--- config.mk ---
export PLATFORM = sky130hd
export DESIGN_NAME = ftq_flat
export DESIGN_NICKNAME = d
export VERILOG_FILES = /design/src/rtl/ftq_pkg.sv /design/src/rtl/ftq_if.sv /design/src/rtl/ftq_ptr_ctrl.sv /design/src/rtl/ftq.sv /design/src/flat_wrapper.sv
export SDC_FILE = /design/constraint.sdc
export NUM_CORES = 1
export LEC_CHECK = 0
export BUFFER_PORTS_ARGS = -buffer_cell sky130_fd_sc_hd__clkbuf_2
export CORE_MARGIN = 3
export CORE_UTILIZATION = 62
export DETAILED_ROUTE_END_ITERATION = 8
export PLACE_DENSITY = 0.85
export SYNTH_ARGS = -nofsm -noshare
export SYNTH_HDL_FRONTEND = slang
export SYNTH_SLANG_ARGS = --single-unit
--- constraint.sdc ---
create_clock -name clk -period 12 [get_ports clk]
set_input_delay 0.6 -clock clk [delete_from_list [all_inputs] [get_ports clk]]
set_output_delay 0.6 -clock clk [all_outputs]
set_load 0.1 [all_outputs]
--- src/rtl/ftq_pkg.sv ---
//------------------------------------------------------------------------------
// Module : ftq_pkg
// Brief  : Fetch target queue types, sizing constants and pointer helper.
// Rev    : 1.0  initial release
//------------------------------------------------------------------------------
`default_nettype none

package ftq_pkg;

  localparam int FTQ_DEPTH     = 8;
  localparam int FTQ_ID_WIDTH  = $clog2(FTQ_DEPTH);
  localparam int FTQ_PTR_WIDTH = FTQ_ID_WIDTH + 1;
  localparam int ADDR_WIDTH    = 32;

  typedef struct packed {
    logic                  valid;
    logic [ADDR_WIDTH-1:0] start_pc;
    logic [2:0]            length;
    logic                  is_cross_cacheline;
    logic                  predicted_taken;
  } bpu_ftq_t;

  typedef struct packed {
    logic [ADDR_WIDTH-1:0]   start_pc;
    logic [2:0]              length;
    logic                    is_cross_cacheline;
    logic                    predicted_taken;
    logic [FTQ_ID_WIDTH-1:0] ftq_id;
  } ftq_ifu_t;

  typedef struct packed {
    logic                  valid;
    logic [ADDR_WIDTH-1:0] start_pc;
    logic                  is_conditional;
    logic                  is_taken;
  } ftq_bpu_meta_t;

  typedef struct packed {
    logic [ADDR_WIDTH-1:0] start_pc;
    logic [2:0]            length;
    logic                  is_cross_cacheline;
    logic                  predicted_taken;
  } ftq_entry_t;

  // Rebuild a full pointer from an entry id: the wrap bit is picked so the
  // result is never behind comm_ptr in circular order.
  function automatic logic [FTQ_PTR_WIDTH-1:0] ftq_redirect_ptr(
    input logic [FTQ_PTR_WIDTH-1:0] comm_ptr,
    input logic [FTQ_ID_WIDTH-1:0]  id
  );
    logic wrap;
    wrap = (id >= comm_ptr[FTQ_ID_WIDTH-1:0]) ? comm_ptr[FTQ_ID_WIDTH]
                                              : ~comm_ptr[FTQ_ID_WIDTH];
    return {wrap, id};
  endfunction

endpackage

`default_nettype wire

--- src/rtl/ftq_if.sv ---
//------------------------------------------------------------------------------
// Module : ftq_if
// Brief  : BPU / IFU / backend handshake bundle of the fetch target queue.
// Rev    : 1.0  initial release
//------------------------------------------------------------------------------
`default_nettype none

interface ftq_if;
  import ftq_pkg::*;

  bpu_ftq_t                bpu_i;
  logic                    ftq_full_o;
  logic                    ifu_valid_o;
  logic                    ifu_ready_i;
  ftq_ifu_t                ifu_block_o;
  logic                    commit_valid_i;
  logic                    commit_taken_i;
  logic                    commit_is_conditional_i;
  logic                    redirect_valid_i;
  logic [FTQ_ID_WIDTH-1:0] redirect_ftq_id_i;
  ftq_bpu_meta_t           bpu_meta_o;

  modport master (
    output bpu_i, ifu_ready_i, commit_valid_i, commit_taken_i,
           commit_is_conditional_i, redirect_valid_i, redirect_ftq_id_i,
    input  ftq_full_o, ifu_valid_o, ifu_block_o, bpu_meta_o
  );

  modport slave (
    input  bpu_i, ifu_ready_i, commit_valid_i, commit_taken_i,
           commit_is_conditional_i, redirect_valid_i, redirect_ftq_id_i,
    output ftq_full_o, ifu_valid_o, ifu_block_o, bpu_meta_o
  );

endinterface

`default_nettype wire

--- src/rtl/ftq_ptr_ctrl.sv ---
//------------------------------------------------------------------------------
// Module : ftq_ptr_ctrl
// Brief  : Commit / IFU / BPU pointers of the fetch target queue with wrap,
//          full and pending derivation and redirect rewind.
// Rev    : 1.0  initial release
//------------------------------------------------------------------------------
`default_nettype none

module ftq_ptr_ctrl
  import ftq_pkg::*;
(
  input  logic                    clk,
  input  logic                    rst,
  input  logic                    enq_req,
  input  logic                    ifu_ready,
  input  logic                    commit_valid,
  input  logic                    redirect_valid,
  input  logic [FTQ_ID_WIDTH-1:0] redirect_id,
  output logic [FTQ_ID_WIDTH-1:0] bpu_idx,
  output logic [FTQ_ID_WIDTH-1:0] ifu_idx,
  output logic [FTQ_ID_WIDTH-1:0] comm_idx,
  output logic                    full,
  output logic                    ifu_valid,
  output logic                    enq_fire
);

  localparam logic [FTQ_PTR_WIDTH-1:0] c_ptr_one = FTQ_PTR_WIDTH'(1);
  localparam logic [FTQ_PTR_WIDTH-1:0] c_depth   = FTQ_PTR_WIDTH'(FTQ_DEPTH);

  logic [FTQ_PTR_WIDTH-1:0] r_bpu_ptr;
  logic [FTQ_PTR_WIDTH-1:0] r_ifu_ptr;
  logic [FTQ_PTR_WIDTH-1:0] r_comm_ptr;
  logic [FTQ_PTR_WIDTH-1:0] w_count;
  logic [FTQ_PTR_WIDTH-1:0] w_redir_ptr;
  logic [FTQ_PTR_WIDTH-1:0] w_redir_next;
  logic                     w_ifu_fire;

  assign w_count      = r_bpu_ptr - r_comm_ptr;
  assign full         = (w_count == c_depth);
  assign ifu_valid    = (r_ifu_ptr != r_bpu_ptr) & ~redirect_valid;
  assign w_ifu_fire   = ifu_valid & ifu_ready;
  assign enq_fire     = enq_req & ~full & ~redirect_valid;
  assign w_redir_ptr  = ftq_redirect_ptr(r_comm_ptr, redirect_id);
  assign w_redir_next = w_redir_ptr + c_ptr_one;

  assign bpu_idx  = r_bpu_ptr[FTQ_ID_WIDTH-1:0];
  assign ifu_idx  = r_ifu_ptr[FTQ_ID_WIDTH-1:0];
  assign comm_idx = r_comm_ptr[FTQ_ID_WIDTH-1:0];

  // Redirect rewinds both producer-side pointers; commit is independent.
  always_ff @(posedge clk or posedge rst) begin
    if (rst) begin
      r_bpu_ptr  <= '0;
      r_ifu_ptr  <= '0;
      r_comm_ptr <= '0;
    end else begin
      if (redirect_valid) begin
        r_bpu_ptr <= w_redir_next;
        r_ifu_ptr <= w_redir_next;
      end else begin
        if (enq_fire)   r_bpu_ptr <= r_bpu_ptr + c_ptr_one;
        if (w_ifu_fire) r_ifu_ptr <= r_ifu_ptr + c_ptr_one;
      end
      if (commit_valid) r_comm_ptr <= r_comm_ptr + c_ptr_one;
    end
  end

  always @(posedge clk) begin
    if (!rst) begin
      assert (!(commit_valid && (r_comm_ptr == r_ifu_ptr)));
      assert (!(redirect_valid && ((w_redir_ptr - r_comm_ptr) >= w_count)));
    end
  end

endmodule

`default_nettype wire

--- src/rtl/ftq.sv ---
//------------------------------------------------------------------------------
// Module : ftq
// Brief  : Fetch target queue between BPU and IFU, held until backend commit.
//          Optional performance counters enabled by defining FTQ_PERF_CNT_EN.
// Rev    : 1.0  initial release
//------------------------------------------------------------------------------
`default_nettype none

module ftq
  import ftq_pkg::*;
(
  input  logic        clk,
  input  logic        rst,
  ftq_if.slave        bus,
  output logic [31:0] perf_enq_cnt_o,
  output logic [31:0] perf_full_cyc_o,
  output logic [31:0] perf_redirect_cnt_o
);

  logic [FTQ_ID_WIDTH-1:0] w_bpu_idx;
  logic [FTQ_ID_WIDTH-1:0] w_ifu_idx;
  logic [FTQ_ID_WIDTH-1:0] w_comm_idx;
  logic [FTQ_ID_WIDTH-1:0] w_redir_off;
  logic [FTQ_ID_WIDTH-1:0] w_off;
  logic                    w_full;
  logic                    w_enq_fire;
  logic [FTQ_DEPTH-1:0]    r_entry_valid;
  logic [FTQ_DEPTH-1:0]    w_entry_valid_nxt;
  ftq_entry_t              r_entries [FTQ_DEPTH];
  ftq_bpu_meta_t           r_meta;

  ftq_ptr_ctrl u_ptr_ctrl (
    .clk            (clk),
    .rst            (rst),
    .enq_req        (bus.bpu_i.valid),
    .ifu_ready      (bus.ifu_ready_i),
    .commit_valid   (bus.commit_valid_i),
    .redirect_valid (bus.redirect_valid_i),
    .redirect_id    (bus.redirect_ftq_id_i),
    .bpu_idx        (w_bpu_idx),
    .ifu_idx        (w_ifu_idx),
    .comm_idx       (w_comm_idx),
    .full           (w_full),
    .ifu_valid      (bus.ifu_valid_o),
    .enq_fire       (w_enq_fire)
  );

  assign bus.ftq_full_o = w_full;
  assign bus.bpu_meta_o = r_meta;

  always_comb begin
    bus.ifu_block_o.start_pc           = r_entries[w_ifu_idx].start_pc;
    bus.ifu_block_o.length             = r_entries[w_ifu_idx].length;
    bus.ifu_block_o.is_cross_cacheline = r_entries[w_ifu_idx].is_cross_cacheline;
    bus.ifu_block_o.predicted_taken    = r_entries[w_ifu_idx].predicted_taken;
    bus.ifu_block_o.ftq_id             = w_ifu_idx;
  end

  // Payload storage carries no reset; occupancy lives in r_entry_valid.
  always_ff @(posedge clk) begin
    if (w_enq_fire) begin
      r_entries[w_bpu_idx].start_pc           <= bus.bpu_i.start_pc;
      r_entries[w_bpu_idx].length             <= bus.bpu_i.length;
      r_entries[w_bpu_idx].is_cross_cacheline <= bus.bpu_i.is_cross_cacheline;
      r_entries[w_bpu_idx].predicted_taken    <= bus.bpu_i.predicted_taken;
    end
  end

  // Entries whose age offset exceeds the redirecting block's are discarded.
  always_comb begin
    w_redir_off       = bus.redirect_ftq_id_i - w_comm_idx;
    w_off             = '0;
    w_entry_valid_nxt = r_entry_valid;
    for (int i = 0; i < FTQ_DEPTH; i++) begin
      w_off = FTQ_ID_WIDTH'(i) - w_comm_idx;
      if (bus.redirect_valid_i && (w_off > w_redir_off))
        w_entry_valid_nxt[i] = 1'b0;
      if (w_enq_fire && (w_bpu_idx == FTQ_ID_WIDTH'(i)))
        w_entry_valid_nxt[i] = 1'b1;
      if (bus.commit_valid_i && (w_comm_idx == FTQ_ID_WIDTH'(i)))
        w_entry_valid_nxt[i] = 1'b0;
    end
  end

  always_ff @(posedge clk or posedge rst) begin
    if (rst) begin
      r_entry_valid <= '0;
      r_meta        <= '0;
    end else begin
      r_entry_valid <= w_entry_valid_nxt;
      if (bus.commit_valid_i) begin
        r_meta.valid          <= 1'b1;
        r_meta.start_pc       <= r_entries[w_comm_idx].start_pc;
        r_meta.is_conditional <= bus.commit_is_conditional_i;
        r_meta.is_taken       <= bus.commit_taken_i;
      end else begin
        r_meta <= '0;
      end
    end
  end

  always @(posedge clk) begin
    if (!rst) begin
      assert (!(bus.commit_valid_i && !r_entry_valid[w_comm_idx]));
    end
  end

`ifdef FTQ_PERF_CNT_EN
  localparam logic [31:0] c_sat = 32'hFFFF_FFFF;

  logic [31:0] r_perf_enq;
  logic [31:0] r_perf_full;
  logic [31:0] r_perf_redir;

  always_ff @(posedge clk or posedge rst) begin
    if (rst) begin
      r_perf_enq   <= '0;
      r_perf_full  <= '0;
      r_perf_redir <= '0;
    end else begin
      if (w_enq_fire && (r_perf_enq != c_sat))
        r_perf_enq <= r_perf_enq + 32'd1;
      if (w_full && (r_perf_full != c_sat))
        r_perf_full <= r_perf_full + 32'd1;
      if (bus.redirect_valid_i && (r_perf_redir != c_sat))
        r_perf_redir <= r_perf_redir + 32'd1;
    end
  end

  assign perf_enq_cnt_o      = r_perf_enq;
  assign perf_full_cyc_o     = r_perf_full;
  assign perf_redirect_cnt_o = r_perf_redir;
`else
  assign perf_enq_cnt_o      = '0;
  assign perf_full_cyc_o     = '0;
  assign perf_redirect_cnt_o = '0;
`endif

endmodule

`default_nettype wire

--- src/flat_wrapper.sv ---
// flat-port wrapper written by rule: the top's interface ports become plain ports
module ftq_flat import ftq_pkg::*;
  (clk, rst, perf_enq_cnt_o, perf_full_cyc_o, perf_redirect_cnt_o, bus_bpu_i, bus_ifu_ready_i, bus_commit_valid_i, bus_commit_taken_i, bus_commit_is_conditional_i, bus_redirect_valid_i, bus_redirect_ftq_id_i, bus_ftq_full_o, bus_ifu_valid_o, bus_ifu_block_o, bus_bpu_meta_o);
  ftq_if bus_i ();
  input  logic clk;
  input  logic rst;
  output logic [31:0] perf_enq_cnt_o;
  output logic [31:0] perf_full_cyc_o;
  output logic [31:0] perf_redirect_cnt_o;
  input wire logic [$bits(bus_i.bpu_i)-1:0] bus_bpu_i;
  input wire logic [$bits(bus_i.ifu_ready_i)-1:0] bus_ifu_ready_i;
  input wire logic [$bits(bus_i.commit_valid_i)-1:0] bus_commit_valid_i;
  input wire logic [$bits(bus_i.commit_taken_i)-1:0] bus_commit_taken_i;
  input wire logic [$bits(bus_i.commit_is_conditional_i)-1:0] bus_commit_is_conditional_i;
  input wire logic [$bits(bus_i.redirect_valid_i)-1:0] bus_redirect_valid_i;
  input wire logic [$bits(bus_i.redirect_ftq_id_i)-1:0] bus_redirect_ftq_id_i;
  output wire logic [$bits(bus_i.ftq_full_o)-1:0] bus_ftq_full_o;
  output wire logic [$bits(bus_i.ifu_valid_o)-1:0] bus_ifu_valid_o;
  output wire logic [$bits(bus_i.ifu_block_o)-1:0] bus_ifu_block_o;
  output wire logic [$bits(bus_i.bpu_meta_o)-1:0] bus_bpu_meta_o;
  assign bus_i.bpu_i = bus_bpu_i;
  assign bus_i.ifu_ready_i = bus_ifu_ready_i;
  assign bus_i.commit_valid_i = bus_commit_valid_i;
  assign bus_i.commit_taken_i = bus_commit_taken_i;
  assign bus_i.commit_is_conditional_i = bus_commit_is_conditional_i;
  assign bus_i.redirect_valid_i = bus_redirect_valid_i;
  assign bus_i.redirect_ftq_id_i = bus_redirect_ftq_id_i;
  assign bus_ftq_full_o = bus_i.ftq_full_o;
  assign bus_ifu_valid_o = bus_i.ifu_valid_o;
  assign bus_ifu_block_o = bus_i.ifu_block_o;
  assign bus_bpu_meta_o = bus_i.bpu_meta_o;
  ftq u_core (.clk(clk), .rst(rst), .bus(bus_i), .perf_enq_cnt_o(perf_enq_cnt_o), .perf_full_cyc_o(perf_full_cyc_o), .perf_redirect_cnt_o(perf_redirect_cnt_o));
endmodule
==> reports/results.md, run 1 <==
| Group | Parameter | Value |
| --- | --- | --- |
| status | Outcome | finished, final reports clean |
| power | Pwr Density | 259 nW/um2 |
| routing | Drt drc | 0 |
| timing | Hold Fails Final Rpt | 0 |
| synth | Sequential fraction of the synthesis area | 64.0% |
| placed design | Number of buffers added on ports | 124 |
| floorplanning | Count of pins on the block boundary | 221 |
| routing | Average wire per standard cell | 25.5 um |
| placed design | GP Congestion | 0.759 |
| synth | Area fraction in and, or, nand and nor cells after synthesis | 3.04% |
| setup path | Family with the most delay on the worst path | buffers and inverters |
| routing | Antenna-violating nets left | 0 |
| power | Leak pwr | 6.23 nW |
| global route | Global router's overall resource usage | 25.6% |
| timing | Largest clock skew in the final design | 0.0206 ns |
| clock tree | Post-CTS setup repair buffer count | 0 |
| timing | Max Slew Vio Count | 0 |
| timing | RSZ-0062 raised after global routing | no |
| timing | Clock period minus final worst setup slack | 4.43 ns |
| floorplanning | Die area | 27,300 um2 |
| synth | Share of flip-flops with an asynchronous set or reset after synthesis | 13.7% |
| synth | Dominant combinational cell family by area after synthesis | multiplexers |
| setup path | Reg-to-reg setup timing slack | 7.57 ns |
| clock tree | Worst skew pair latency | 0.52 ns |
| setup path | Cell at the slowest stage of the critical path | sky130_fd_sc_hd__dfrtp_2 |
| setup path | Biggest fanout along the worst timing path | 35 |
| synth | Multiplexer fraction of the synthesized cell area | 22.6% |
| setup path | Arrival time at the worst endpoint | 4.58 ns |
| layout | Sequential standard cell area | 10,100 um2 |
| synth | Total standard cell area after synthesis | 15,700 um2 |
| timing | Relative max-transition margin | 29.4% |
| power | Maximum resistive drop on vdd | 0.238 mV |
| setup path | Sort of element at the start of the critical path | register |
| layout | Final-layout fill cell count | 1,440 |
| setup path | Worst Path Buf+Inv | 2 |
| setup path | Reg2Reg Launch Point | u_core.u_ptr_ctrl.r_comm_ptr[2]$_DFFE_PP0P_ |
| synth | Count of unique library cells instantiated by Yosys | 39 |
| layout | Share of layout cells above drive strength 1 | 37.7% |
| layout | Area of the multi-input gates | 5070 um2 |
| setup path | Endpoint kind of the worst setup timing path | register |
| clock tree | Cell at the root of the clock tree | sky130_fd_sc_hd__clkbuf_16 |
| placed design | Placed cell area | 16,300 um2 |
| routing | Number of search-and-repair iterations in the first detailed-routing pass | 5 |
| synth | Number of enable flip-flop cells after synthesis | 296 |
| synth | Top cell type's share of synthesized area | 56.6% |
| timing | Setup-violating endpoint count in the final report | 0 |
| placed design | Estimated wirelength of the detail-placed design | 19.5 mm |
| setup path | Worst-path cell chain | inv_2, ha_1, a21oi_1, and3_2, o41ai_4, nand2b_1, nor3_2, buf_4 |
| floorplanning | Width of the die | 165 um |
| synth | XOR/XNOR Fraction of Synth Area | 0.836% |
| routing | Total length of routed wires | 33.9 mm |
| layout | Number of antenna cells inserted | 0 |
| clock tree | Total number of clock tree sinks | 343 |
| synth | Compound-cell area share of the yosys netlist | 2.39% |
| synth | Commonest register cell after synthesis | sky130_fd_sc_hd__edfxtp_1 |
| min path | Hold/Removal Path Class | input port to async pin |
| floorplanning | Die outline height | 165 um |
| clock tree | Maximum buffer depth of the clock tree | 3 |
| layout | Post-route standard cell area excluding fillers | 17,400 um2 |
| routing | Average via count per standard cell | 6.23 |
| synth | Post-synthesis average cell area | 18.3 um2 |
| timing | Worst Max-Slew Pin Slew | 1.06 ns |
| clock tree | Resized cells post-CTS | 0 |
| setup path | Crit-path max cell delay | 0.90 ns |
| synth | Post-synthesis register bit count | 343 |
| synth | Top cells by instance count after synthesis | sky130_fd_sc_hd__edfxtp_1, sky130_fd_sc_hd__mux4_2, sky130_fd_sc_hd__buf_4 |
| clock tree | Clock transition at path regs | 0.06 ns |
| global route | Number of global-route vias before repair | 8,485 |
| routing | Via total after detailed routing | 8,294 |
| global route | GRT Residual Overflow | 0 |
| synth | Total number of yosys warnings | 0 |
| global route | Largest net degree at the start of global routing | 68 |
| clock tree | TritonCTS clock tree | built |
| floorplanning | Core footprint | 24,600 um2 |
| layout | Number of nets at the end of the flow | 1,038 |
| synth | Top post-synthesis cells by area | sky130_fd_sc_hd__edfxtp_1, sky130_fd_sc_hd__mux4_2, sky130_fd_sc_hd__dfrtp_1, sky130_fd_sc_hd__buf_4, sky130_fd_sc_hd__mux2_2 |
| clock tree | Cts bufs inserted | 35 |
| global route | First-pass GRT wire length | 51.3 mm |
| clock tree | Hold Buf Count CTS | 0 |
| layout | Area delta synth->final | 10.6% |
| timing | Total Negative Setup Slacks | 0 ns |
| setup path | Data required time at the worst endpoint | 12.14 ns |
| floorplanning | FP Rows | 57 |
| timing | Period utilization | 36.9% |
| synth | Most frequent cell after synthesis | sky130_fd_sc_hd__edfxtp_1 |
| floorplanning | Starting Density | 63.9% |
| clock tree | H-tree level count | 2 |
| timing | Max Freq | 226 MHz |
| setup path | Setup CP Type | register to register |
| synth | Gate count of the mapped netlist | 861 |
| run | Max-capacitance violation count | 0 |
| synth | Cell type contributing the most total cell area after synthesis | sky130_fd_sc_hd__edfxtp_1 |
| setup path | Launching element of the worst setup path | u_core.u_ptr_ctrl.r_comm_ptr[2]$_DFFE_PP0P_ |
| routing | Drt initial violations | 754 |
| global route | Number of antenna violations at the first check in global routing | 1 |
| synth | Fraction of the mapped netlist area in adder cells | 0.796% |
[registers in the layout, indices dropped and copies added, names as in the netlist]
register / flops
u_core.u_ptr_ctrl.r_bpu_ptr: 4
u_core.u_ptr_ctrl.r_ifu_ptr: 4
u_core.bus.bpu_meta_o: 35
u_core.u_ptr_ctrl.r_comm_ptr: 4
u_core.r_entries: 296
[stage by stage]
step / setup slack (ns) / hold WS (ns) / std cells / util, % / power [W]
final: 7.57 / 0.285 / 1331 / 70.6 / 0.00451
after CTS: 7.55 / 0.298 / 1331 / 70.6 / 0.00453
after global routing: 7.33 / 0.318 / 1331 / 70.6 / 0.00467
after floorplan: 6.97 / 0.502 / 956 / - / 0.00319
after global placement: 7.74 / 0.528 / 1267 / 66.2 / 0.00348
after detailed placement: 7.56 / 0.526 / 1267 / 66.2 / 0.00351
[placed cells by master, fill, tap and decap left out, types with 4 or more instances in the layout]
cell type	Yosys	routed
sky130_fd_sc_hd__edfxtp_1	296	296
sky130_fd_sc_hd__mux4_2	138	138
sky130_fd_sc_hd__clkbuf_2	0	124
sky130_fd_sc_hd__conb_1	1	96
sky130_fd_sc_hd__nand2_1	74	74
sky130_fd_sc_hd__dfrtp_1	47	41
sky130_fd_sc_hd__mux2_2	37	37
sky130_fd_sc_hd__clkbuf_16	0	36
sky130_fd_sc_hd__a21boi_0	32	32
sky130_fd_sc_hd__buf_4	105	13
sky130_fd_sc_hd__ha_1	10	10
sky130_fd_sc_hd__clkbuf_1	30	9
sky130_fd_sc_hd__xnor2_1	8	8
sky130_fd_sc_hd__xor2_1	7	7
sky130_fd_sc_hd__clkinv_1	0	7
sky130_fd_sc_hd__nor2_4	0	6
sky130_fd_sc_hd__a21oi_1	5	5
sky130_fd_sc_hd__nor2_1	11	5
sky130_fd_sc_hd__clkinv_2	0	5
sky130_fd_sc_hd__clkbuf_8	0	5
sky130_fd_sc_hd__inv_1	6	4
sky130_fd_sc_hd__nor2b_1	4	4
sky130_fd_sc_hd__nor3_1	5	4
sky130_fd_sc_hd__dfrtp_4	0	4
[layer usage]
layer | up-vias | routed length, um | global-route usage (%)
li1 | 3459 | - | -
met1 | 4317 | 12600 | 34.8
met2 | 463 | 17700 | 43.3
met3 | 53 | 2970 | 4.74
met4 | 2 | 578 | 6.94
met5 | - | 11 | 0
[area by class of cell]
class                   instances  area share, %
flip-flops and latches        343           58.0
well taps                     324           2.33
multi-input cells             457           29.2
repair buffers                137           4.13
clock inverters                14          0.439
inverters                       6          0.130
clock buffers                  50           5.77
[worst paths after layout]
| path | end | cells past startpoint |
|---|---|---|
| min in group clk | u_core.bus.bpu_meta_o[1]$_DFF_PP0_ | 2 |
| min | u_core.bus.bpu_meta_o[12]$_DFF_PP0_ | 3 |
| max reg2reg | u_core.r_entries[0][22]$_DFFE_PP_ | 8 |
| min reg2reg | u_core.u_ptr_ctrl.r_comm_ptr[3]$_DFFE_PP0P_ | 1 |
| max in group asynchronous | u_core.u_ptr_ctrl.r_comm_ptr[1]$_DFFE_PP0P_ | 3 |
| max | u_core.r_entries[0][22]$_DFFE_PP_ | 8 |
[worst reg2reg max path: stages (launching register included)]
cell	delay [ns]
sky130_fd_sc_hd__dfrtp_2	0.90
sky130_fd_sc_hd__inv_2	0.57
sky130_fd_sc_hd__ha_1	0.50
sky130_fd_sc_hd__a21oi_1	0.23
sky130_fd_sc_hd__and3_2	0.26
sky130_fd_sc_hd__o41ai_4	0.11
sky130_fd_sc_hd__nand2b_1	0.34
sky130_fd_sc_hd__nor3_2	0.52
sky130_fd_sc_hd__buf_4	0.61
[cell families after synthesis]
kind of cell    after synthesis
xor+xnor                     15
flops                       343
fa+ha+maj                    10
simple gates                110
mux                         177
buf+inv                     156
compound gates               49
other cells                   1
[power breakdown]
group	switching (W)	internal, W	total, W	leakage (nW)
logic	0.00133	0.000523	0.00186	2.44
clock network	0.000433	0.000584	0.00102	0.532
registers	0.000197	0.00144	0.00163	3.26
Power figures use the tool's default switching activity.
==> run 2, diff against run 1 <==
--- a/config.mk
+++ b/config.mk
@@ -7,9 +7,9 @@
 export LEC_CHECK = 0
 export BUFFER_PORTS_ARGS = -buffer_cell sky130_fd_sc_hd__clkbuf_2
 export CORE_MARGIN = 3
-export CORE_UTILIZATION = 62
+export CORE_UTILIZATION = 52
 export DETAILED_ROUTE_END_ITERATION = 8
-export PLACE_DENSITY = 0.85
+export PLACE_DENSITY = 0.76
 export SYNTH_ARGS = -nofsm -noshare
 export SYNTH_HDL_FRONTEND = slang
 export SYNTH_SLANG_ARGS = --single-unit
==> constraint.sdc (replaced) <==
create_clock -name clk -period 3.71 [get_ports clk]
set_input_delay 0.1855 -clock clk [delete_from_list [all_inputs] [get_ports clk]]
set_output_delay 0.1855 -clock clk [all_outputs]
set_load 0.1 [all_outputs]
==> run 2 against run 1 <==
  * Non-clock buffer count up 55
  * Register-to-register slack worse by 7.1 ns
  * Highest routed layer unchanged
  * Via count up 2.7%
  * Cell count up 9.4%
  * Count of clock-buffer cells in the layout down 5
==> reports/results.md, run 2 (synthesis gave the netlist of run 1 again) <==
| Group | Parameter | Value | Change |
| --- | --- | --- | --- |
| setup path | Crit-path max cell delay | 0.56 ns | -0.34 ns |
| timing | RSZ-0062 raised after global routing | no |  |
| clock tree | Post-CTS setup repair buffer count | 0 | unchanged |
| placed design | Estimated wirelength of the detail-placed design | 20.3 mm | +4.1% |
| layout | Number of nets at the end of the flow | 1,095 | +5.5% |
| layout | Most frequent standard cell in the layout excluding fill and tap cells | sky130_fd_sc_hd__edfxtp_1 |  |
| global route | Global router's overall resource usage | 21.7% | -3.9 points |
| layout | Commonest cells after routing, fill and taps aside | sky130_fd_sc_hd__edfxtp_1, sky130_fd_sc_hd__mux4_2, sky130_fd_sc_hd__clkbuf_2, sky130_fd_sc_hd__conb_1, sky130_fd_sc_hd__nand2_1 |  |
| layout | Share of layout cells above drive strength 1 | 37.9% | +0.20 points |
| routing | Drt drc | 0 | unchanged |
| timing | Worst Max-Slew Pin Slew | 1.08 ns | +0.0223 ns |
| setup path | Data required time at the worst endpoint | 3.91 ns | -8.23 ns |
| timing | Relative max-transition margin | 27.9% | -1.5 points |
| routing | Average wire per standard cell | 23.9 um | -6.4% |
| timing | Largest clock skew in the final design | 0.0225 ns | +0.00194 ns |
| layout | Finished Layout Cells | 1,456 | +9.4% |
| layout | Most flops, register | u_core.r_entries |  |
| timing | Setup-violating endpoint count in the final report | 0 | unchanged |
| setup path | Cell at the slowest stage of the critical path | sky130_fd_sc_hd__dfrtp_1 |  |
| clock tree | Maximum buffer depth of the clock tree | 3 | unchanged |
| status | Outcome | finished, final reports clean |  |
| timing | Max Slew Vio Count | 0 | unchanged |
| routing | Antenna-violating nets left | 0 | unchanged |
| floorplanning | Die outline height | 180 um | +8.9% |
| setup path | Setup CP Type | register to register |  |
| timing | Clock period minus final worst setup slack | 3.22 ns | -1.21 ns |
| clock tree | Resized cells post-CTS | 0 | unchanged |
| routing | Number of search-and-repair iterations in the first detailed-routing pass | 5 | unchanged |
| floorplanning | Core footprint | 29,700 um2 | +21% |
| placed design | GP Congestion | 0.782 | +3.0% |
| global route | Largest net degree at the start of global routing | 67 | -1.5% |
| layout | Utilization after layout | 61.3% | -9.4 points |
| floorplanning | Die area | 32,300 um2 | +19% |
| timing | Hold Fails Final Rpt | 0 | unchanged |
| layout | Largest register FFs | 296 | unchanged |
| routing | Via total after detailed routing | 8,520 | +2.7% |
| floorplanning | Width of the die | 180 um | +8.9% |
| setup path | Arrival time at the worst endpoint | 3.42 ns | -1.16 ns |
| setup path | Worst Path Buf+Inv | 3 | +1 |
| floorplanning | FP Rows | 63 | +11% |
| clock tree | Cell at the root of the clock tree | sky130_fd_sc_hd__clkbuf_16 |  |
| routing | Total length of routed wires | 34.8 mm | +2.4% |
| global route | First-pass GRT wire length | 54.0 mm | +5.3% |
| global route | Number of global-route vias before repair | 8,953 | +5.5% |
| global route | Number of antenna violations at the first check in global routing | 2 | +1 |
| setup path | Sort of element at the start of the critical path | register |  |
| power | Pwr Density | 824 nW/um2 | +220% |
| layout | Area delta synth->final | 15.8% |  |
| clock tree | Clock transition at path regs | 0.06 ns | about the same |
| clock tree | Cts bufs inserted | 37 | +5.7% |
| timing | Worst hold slack after final layout | 0.134 ns | -0.151 ns |
| power | Maximum resistive drop on vdd | 0.807 mV | +240% |
| timing | Total Negative Setup Slacks | 0 ns | unchanged |
| setup path | Biggest fanout along the worst timing path | 31 | -11% |
| setup path | Worst-path cell chain | inv_1, ha_1, nor2b_1, xnor2_1, o41ai_4, buf_4, or3b_4, nor3_4, buf_12 |  |
| setup path | Family with the most delay on the worst path | simple AND/OR/NAND/NOR gates |  |
| clock tree | H-tree level count | 2 | unchanged |
| placed design | Placed Instances | 1,347 | +6.3% |
| run | Max-capacitance violation count | 0 | unchanged |
| min path | Hold/Removal Path Class | input port to register |  |
| placed design | Number of buffers added on ports | 124 | unchanged |
| routing | Average via count per standard cell | 5.85 | -6.1% |
| timing | Max Freq | 310 MHz | +37% |
| global route | GRT Residual Overflow | 0 | unchanged |
| floorplanning | Count of pins on the block boundary | 221 | unchanged |
| clock tree | TritonCTS clock tree | built |  |
| clock tree | Worst skew pair latency | 0.53 ns | about the same |
| routing | Drt initial violations | 838 | +11% |
| power | Leak pwr | 6.55 nW | +5.2% |
| clock tree | Total number of clock tree sinks | 343 | unchanged |
| floorplanning | Starting Density | 52.9% | -11 points |
| setup path | Endpoint kind of the worst setup timing path | register |  |
| timing | Period utilization | 86.9% | +50 points |
## run 2: cell count changes in the layout (fill, tap and decap cells not counted), sizes merged, moves of 2 or more
cell | previous run | this run
dlygate4sd3 | 0 | 41
buf | 13 | 27
clkbuf | 174 | 169
clkinv | 13 | 18
bufinv | 0 | 2
clkinvlp | 0 | 2
## run 2: routing by layer
metal,global-route usage [%],vias up,part of all wire (%)
met2,36.2,441,50
met4,7.58,2,3.3
li1,-,3577,-
met1,29.3,4417,40
met3,3.78,83,6.8
met5,0,-,0.020
## run 2: stage by stage
step / total power, W / setup slack [ns] / instance area [um2]
final: 0.0150 / 0.486 / 18200
after global placement: 0.0114 / 0.610 / 16600
after global routing: 0.0156 / 0.281 / 18200
after floorplan: 0.0103 / -0.548 / 16100
after CTS: 0.0151 / 0.454 / 18200
after detailed placement: 0.0115 / 0.515 / 16600
## run 2: final cells by class
| cell class | count | area, um2 |
|---|---|---|
| fillers | 2083 | 11500 |
| diodes | 1 | 2.50 |
| well taps | 390 | 488 |
| multi-input cells | 457 | 5080 |
| clock buffers | 45 | 996 |
| flip-flops and latches | 343 | 10100 |
| clock inverters | 22 | 194 |
| repair buffers | 192 | 1330 |
| inverters | 6 | 22.5 |
## run 2: worst min-delay path: stages
cell	delay, ns
sky130_fd_sc_hd__clkbuf_2	0.13
sky130_fd_sc_hd__o41ai_4	0.06
sky130_fd_sc_hd__buf_4	0.15
sky130_fd_sc_hd__a211oi_1	0.09
## run 2: where the power goes
part / internal (W) / switching, W
clock: 0.00207 / 0.00148
combinational: 0.00180 / 0.00468
sequential: 0.00465 / 0.000314
## run 2: timing repair
item | in CTS | in global routing
hold buffers | 41 | 0
endpoints found under the hold margin | 330 | 0
endpoints found under the setup margin | 0 | 0
## run 2: final timing paths
check,start,end,slack [ns],depth (start not counted)
max reg2reg,u_core.u_ptr_ctrl.r_bpu_ptr[0]$_DFFE_PP0P_,u_core.r_entries[4][29]$_DFFE_PP_,0.49,9
max,u_core.u_ptr_ctrl.r_bpu_ptr[0]$_DFFE_PP0P_,u_core.r_entries[4][29]$_DFFE_PP_,0.49,9
min reg2reg,u_core.u_ptr_ctrl.r_comm_ptr[3]$_DFFE_PP0P_,u_core.u_ptr_ctrl.r_comm_ptr[3]$_DFFE_PP0P_,0.56,1
max in group asynchronous,rst,u_core.u_ptr_ctrl.r_ifu_ptr[0]$_DFFE_PP0P_,2.50,4
min in group asynchronous,rst,u_core.bus.bpu_meta_o[14]$_DFF_PP0_,0.39,3
min,bus_bpu_i[37],u_core.u_ptr_ctrl.r_bpu_ptr[2]$_DFFE_PP0P_,0.13,4
==> run 3, diff against run 2 <==
--- a/config.mk
+++ b/config.mk
@@ -7,9 +7,9 @@
 export LEC_CHECK = 0
 export BUFFER_PORTS_ARGS = -buffer_cell sky130_fd_sc_hd__clkbuf_2
 export CORE_MARGIN = 3
-export CORE_UTILIZATION = 52
+export CORE_UTILIZATION = 58
 export DETAILED_ROUTE_END_ITERATION = 8
-export PLACE_DENSITY = 0.76
+export PLACE_DENSITY = 0.81
 export SYNTH_ARGS = -nofsm -noshare
 export SYNTH_HDL_FRONTEND = slang
 export SYNTH_SLANG_ARGS = --single-unit
==> constraint.sdc (replaced) <==
create_clock -name clk -period 3.5 [get_ports clk]
set_input_delay 0.175 -clock clk [delete_from_list [all_inputs] [get_ports clk]]
set_output_delay 0.175 -clock clk [all_outputs]
set_load 0.05 [all_outputs]
==> run 3 against run 2 <==
  * Global-route usage is 3.0 points higher
  * Via count increased by 1.3%
  * Highest routed layer is now met4
  * Clock power up 3%
==> reports/results.md, run 3 (synthesis gave the netlist of run 1 again) <==
| Group | Parameter | Value | Change |
| --- | --- | --- | --- |
| timing | Period utilization | 88.2% | +1.3 points |
| timing | Total Negative Setup Slacks | 0 ns | unchanged |
| layout | Number of antenna cells inserted | 0 | -1 |
| timing | Max Slew Vio Count | 0 | unchanged |
| placed design | Number of buffers added on ports | 124 | unchanged |
| layout | Largest register FFs | 296 | unchanged |
| clock tree | Cell at the root of the clock tree | sky130_fd_sc_hd__clkbuf_16 |  |
| routing | Average via count per standard cell | 6.15 | +5.1% |
| floorplanning | Die area | 29,100 um2 | -10% |
| layout | Commonest cells after routing, fill and taps aside | sky130_fd_sc_hd__edfxtp_1, sky130_fd_sc_hd__mux4_2, sky130_fd_sc_hd__clkbuf_2, sky130_fd_sc_hd__conb_1, sky130_fd_sc_hd__nand2_1 |  |
| floorplanning | Starting Density | 59.6% | +6.7 points |
| setup path | Endpoint kind of the worst setup timing path | register |  |
| clock tree | Clock transition at path regs | 0.06 ns | about the same |
| timing | Setup-violating endpoint count in the final report | 0 | unchanged |
| clock tree | Worst skew pair latency | 0.52 ns | about the same |
| routing | Antenna-violating nets left | 0 | unchanged |
| floorplanning | Core footprint | 26,400 um2 | -11% |
| routing | Total length of routed wires | 35.2 mm | +1.1% |
| min path | Hold/Removal Path Class | input port to register |  |
| placed design | Placed cell area | 16,500 um2 | -0.42% |
| floorplanning | Count of pins on the block boundary | 221 | unchanged |
| timing | Relative max-transition margin | 17.4% | -11 points |
| timing | Largest clock skew in the final design | 0.0243 ns | +0.00180 ns |
| routing | Average wire per standard cell | 25.1 um | +4.9% |
| layout | Area delta synth->final | 15.1% |  |
| setup path | Reg2Reg Launch Point | u_core.u_ptr_ctrl.r_comm_ptr[2]$_DFFE_PP0P_ |  |
| timing | Worst Max-Slew Pin Slew | 1.24 ns | +0.155 ns |
| global route | Largest net degree at the start of global routing | 71 | +6.0% |
| setup path | Biggest fanout along the worst timing path | 30 | -3.2% |
| setup path | Setup CP Type | register to register |  |
| routing | Drt initial violations | 881 | +5.1% |
| power | Maximum resistive drop on vdd | 0.728 mV | -9.8% |
| setup path | Sort of element at the start of the critical path | register |  |
| routing | Via total after detailed routing | 8,630 | +1.3% |
| setup path | Worst flop-to-flop path endpoint | u_core.r_entries[2][32]$_DFFE_PP_ |  |
| layout | Final-layout fill cell count | 1,601 | -23% |
| timing | RSZ-0062 raised after global routing | no |  |
| setup path | Launching element of the worst setup path | u_core.u_ptr_ctrl.r_comm_ptr[2]$_DFFE_PP0P_ |  |
| setup path | R2R depth | 8 | -1 |
| clock tree | H-tree level count | 2 | unchanged |
| routing | Number of search-and-repair iterations in the first detailed-routing pass | 5 | unchanged |
| routing | Drt drc | 0 | unchanged |
| power | Pwr Density | 789 nW/um2 | -4.2% |
| timing | Clock period minus final worst setup slack | 3.09 ns | -0.136 ns |
| global route | Number of global-route vias before repair | 9,079 | +1.4% |
| global route | First-pass GRT wire length | 53.7 mm | -0.52% |
| setup path | Data required time at the worst endpoint | 3.71 ns | -0.20 ns |
| setup path | Reg-to-reg setup timing slack | 0.41 ns | -0.07 ns |
| layout | Post-route standard cell area excluding fillers | 18,100 um2 | -0.59% |
| layout | Share of layout cells above drive strength 1 | 37.4% | -0.57 points |
| layout | Number of nets at the end of the flow | 1,098 | +0.27% |
| clock tree | Maximum buffer depth of the clock tree | 3 | unchanged |
| run | Max-capacitance violation count | 0 | unchanged |
| floorplanning | FP Rows | 59 | -6.3% |
| clock tree | Cts bufs inserted | 36 | -2.7% |
| layout | Most flops, register | u_core.r_entries |  |
| setup path | Worst setup path end | u_core.r_entries[2][32]$_DFFE_PP_ |  |
| timing | Max Freq | 324 MHz | +4.4% |
| global route | Number of antenna violations at the first check in global routing | 0 | -2 |
| global route | Global router's overall resource usage | 24.8% | +3.0 points |
| placed design | GP Congestion | 0.786 | +0.56% |
| timing | Hold Fails Final Rpt | 0 | unchanged |
| clock tree | Resized cells post-CTS | 0 | unchanged |
| placed design | Estimated wirelength of the detail-placed design | 20.0 mm | -1.7% |
| global route | GRT Residual Overflow | 0 | unchanged |
| power | Leak pwr | 6.54 nW | -0.17% |
| clock tree | Total number of clock tree sinks | 343 | unchanged |
| floorplanning | Die outline height | 171 um | -5.1% |
| floorplanning | Width of the die | 171 um | -5.1% |
| layout | Most frequent standard cell in the layout excluding fill and tap cells | sky130_fd_sc_hd__edfxtp_1 |  |
| setup path | Arrival time at the worst endpoint | 3.30 ns | -0.12 ns |
| status | Outcome | finished, final reports clean |  |
| clock tree | TritonCTS clock tree | built |  |
[run 3: cell count changes in the layout (fill, tap and decap cells not counted), moves of 2 or more]
cell,before,now
sky130_fd_sc_hd__buf_4,19,25
sky130_fd_sc_hd__clkinv_2,10,4
sky130_fd_sc_hd__clkbuf_1,4,14
sky130_fd_sc_hd__buf_12,8,6
sky130_fd_sc_hd__clkbuf_8,4,2
sky130_fd_sc_hd__clkinv_1,6,3
[run 3: what timing repair did]
item | CTS | global route
hold endpoints to repair | 324 | 0
setup buffers | 0 | 0
hold buffers | 41 | 0
[run 3: how the worst min path moves through the flow]
stage | startpoint | to | cells after the start
finish | bus_redirect_valid_i | u_core.u_ptr_ctrl.r_bpu_ptr[2]$_DFFE_PP0P_ | 3
global route | bus_redirect_valid_i | u_core.u_ptr_ctrl.r_bpu_ptr[2]$_DFFE_PP0P_ | 3
CTS | bus_redirect_valid_i | u_core.u_ptr_ctrl.r_bpu_ptr[2]$_DFFE_PP0P_ | 3
detailed placement | rst | u_core.bus.bpu_meta_o[7]$_DFF_PP0_ | 2
global placement | rst | u_core.bus.bpu_meta_o[7]$_DFF_PP0_ | 2
floorplan | bus_commit_valid_i | u_core.bus.bpu_meta_o[34]$_DFF_PP0_ | 0
[run 3: power breakdown]
part           internal [W]  switching (W)  total (W)
registers           0.00493       0.000347    0.00527
clock network       0.00219        0.00148    0.00367
logic               0.00193        0.00341    0.00534
[run 3: metrics by stage]
step	cells	worst slack, ns	power, W	utilization (%)	hold slack [ns]
detailed placement	1296	0.432	0.0106	62.7	0.307
global route	1403	0.231	0.0149	68.7	0.113
finish	1403	0.412	0.0143	68.7	0.112
CTS	1403	0.392	0.0144	68.7	0.0962
global placement	1296	0.500	0.0105	62.7	0.299
floorplan	956	-0.363	0.00942	-	0.206
[run 3: metal layers]
metal | vias to the layer above | share of wire [%] | GRT usage [%]
li1 | 3585 | - | -
met1 | 4460 | 38 | 33.0
met2 | 504 | 51 | 41.7
met3 | 81 | 8.1 | 4.53
met4 | 0 | 2.7 | 8.82
met5 | - | 0 | 0
[run 3: critical path: stages, from the launching register on]
cell and delay (ns):
sky130_fd_sc_hd__dfrtp_2 0.41, sky130_fd_sc_hd__inv_2 0.06, sky130_fd_sc_hd__ha_1 0.26, sky130_fd_sc_hd__a21oi_1 0.23
sky130_fd_sc_hd__and3_2 0.25, sky130_fd_sc_hd__o41ai_4 0.07, sky130_fd_sc_hd__nand2b_1 0.21, sky130_fd_sc_hd__nor2_4 0.97
sky130_fd_sc_hd__buf_4 0.33
[run 3: layout make-up]
| type | count | area, um2 | area share [%] |
|---|---|---|---|
| flip-flops and latches | 343 | 10100 | 55.7 |
| multi-input cells | 457 | 5080 | 28.1 |
| repair buffers | 196 | 1340 | 7.40 |
| clock buffers | 54 | 1030 | 5.70 |
| well taps | 335 | 419 | 2.32 |
| clock inverters | 12 | 124 | 0.685 |
| inverters | 6 | 22.5 | 0.124 |
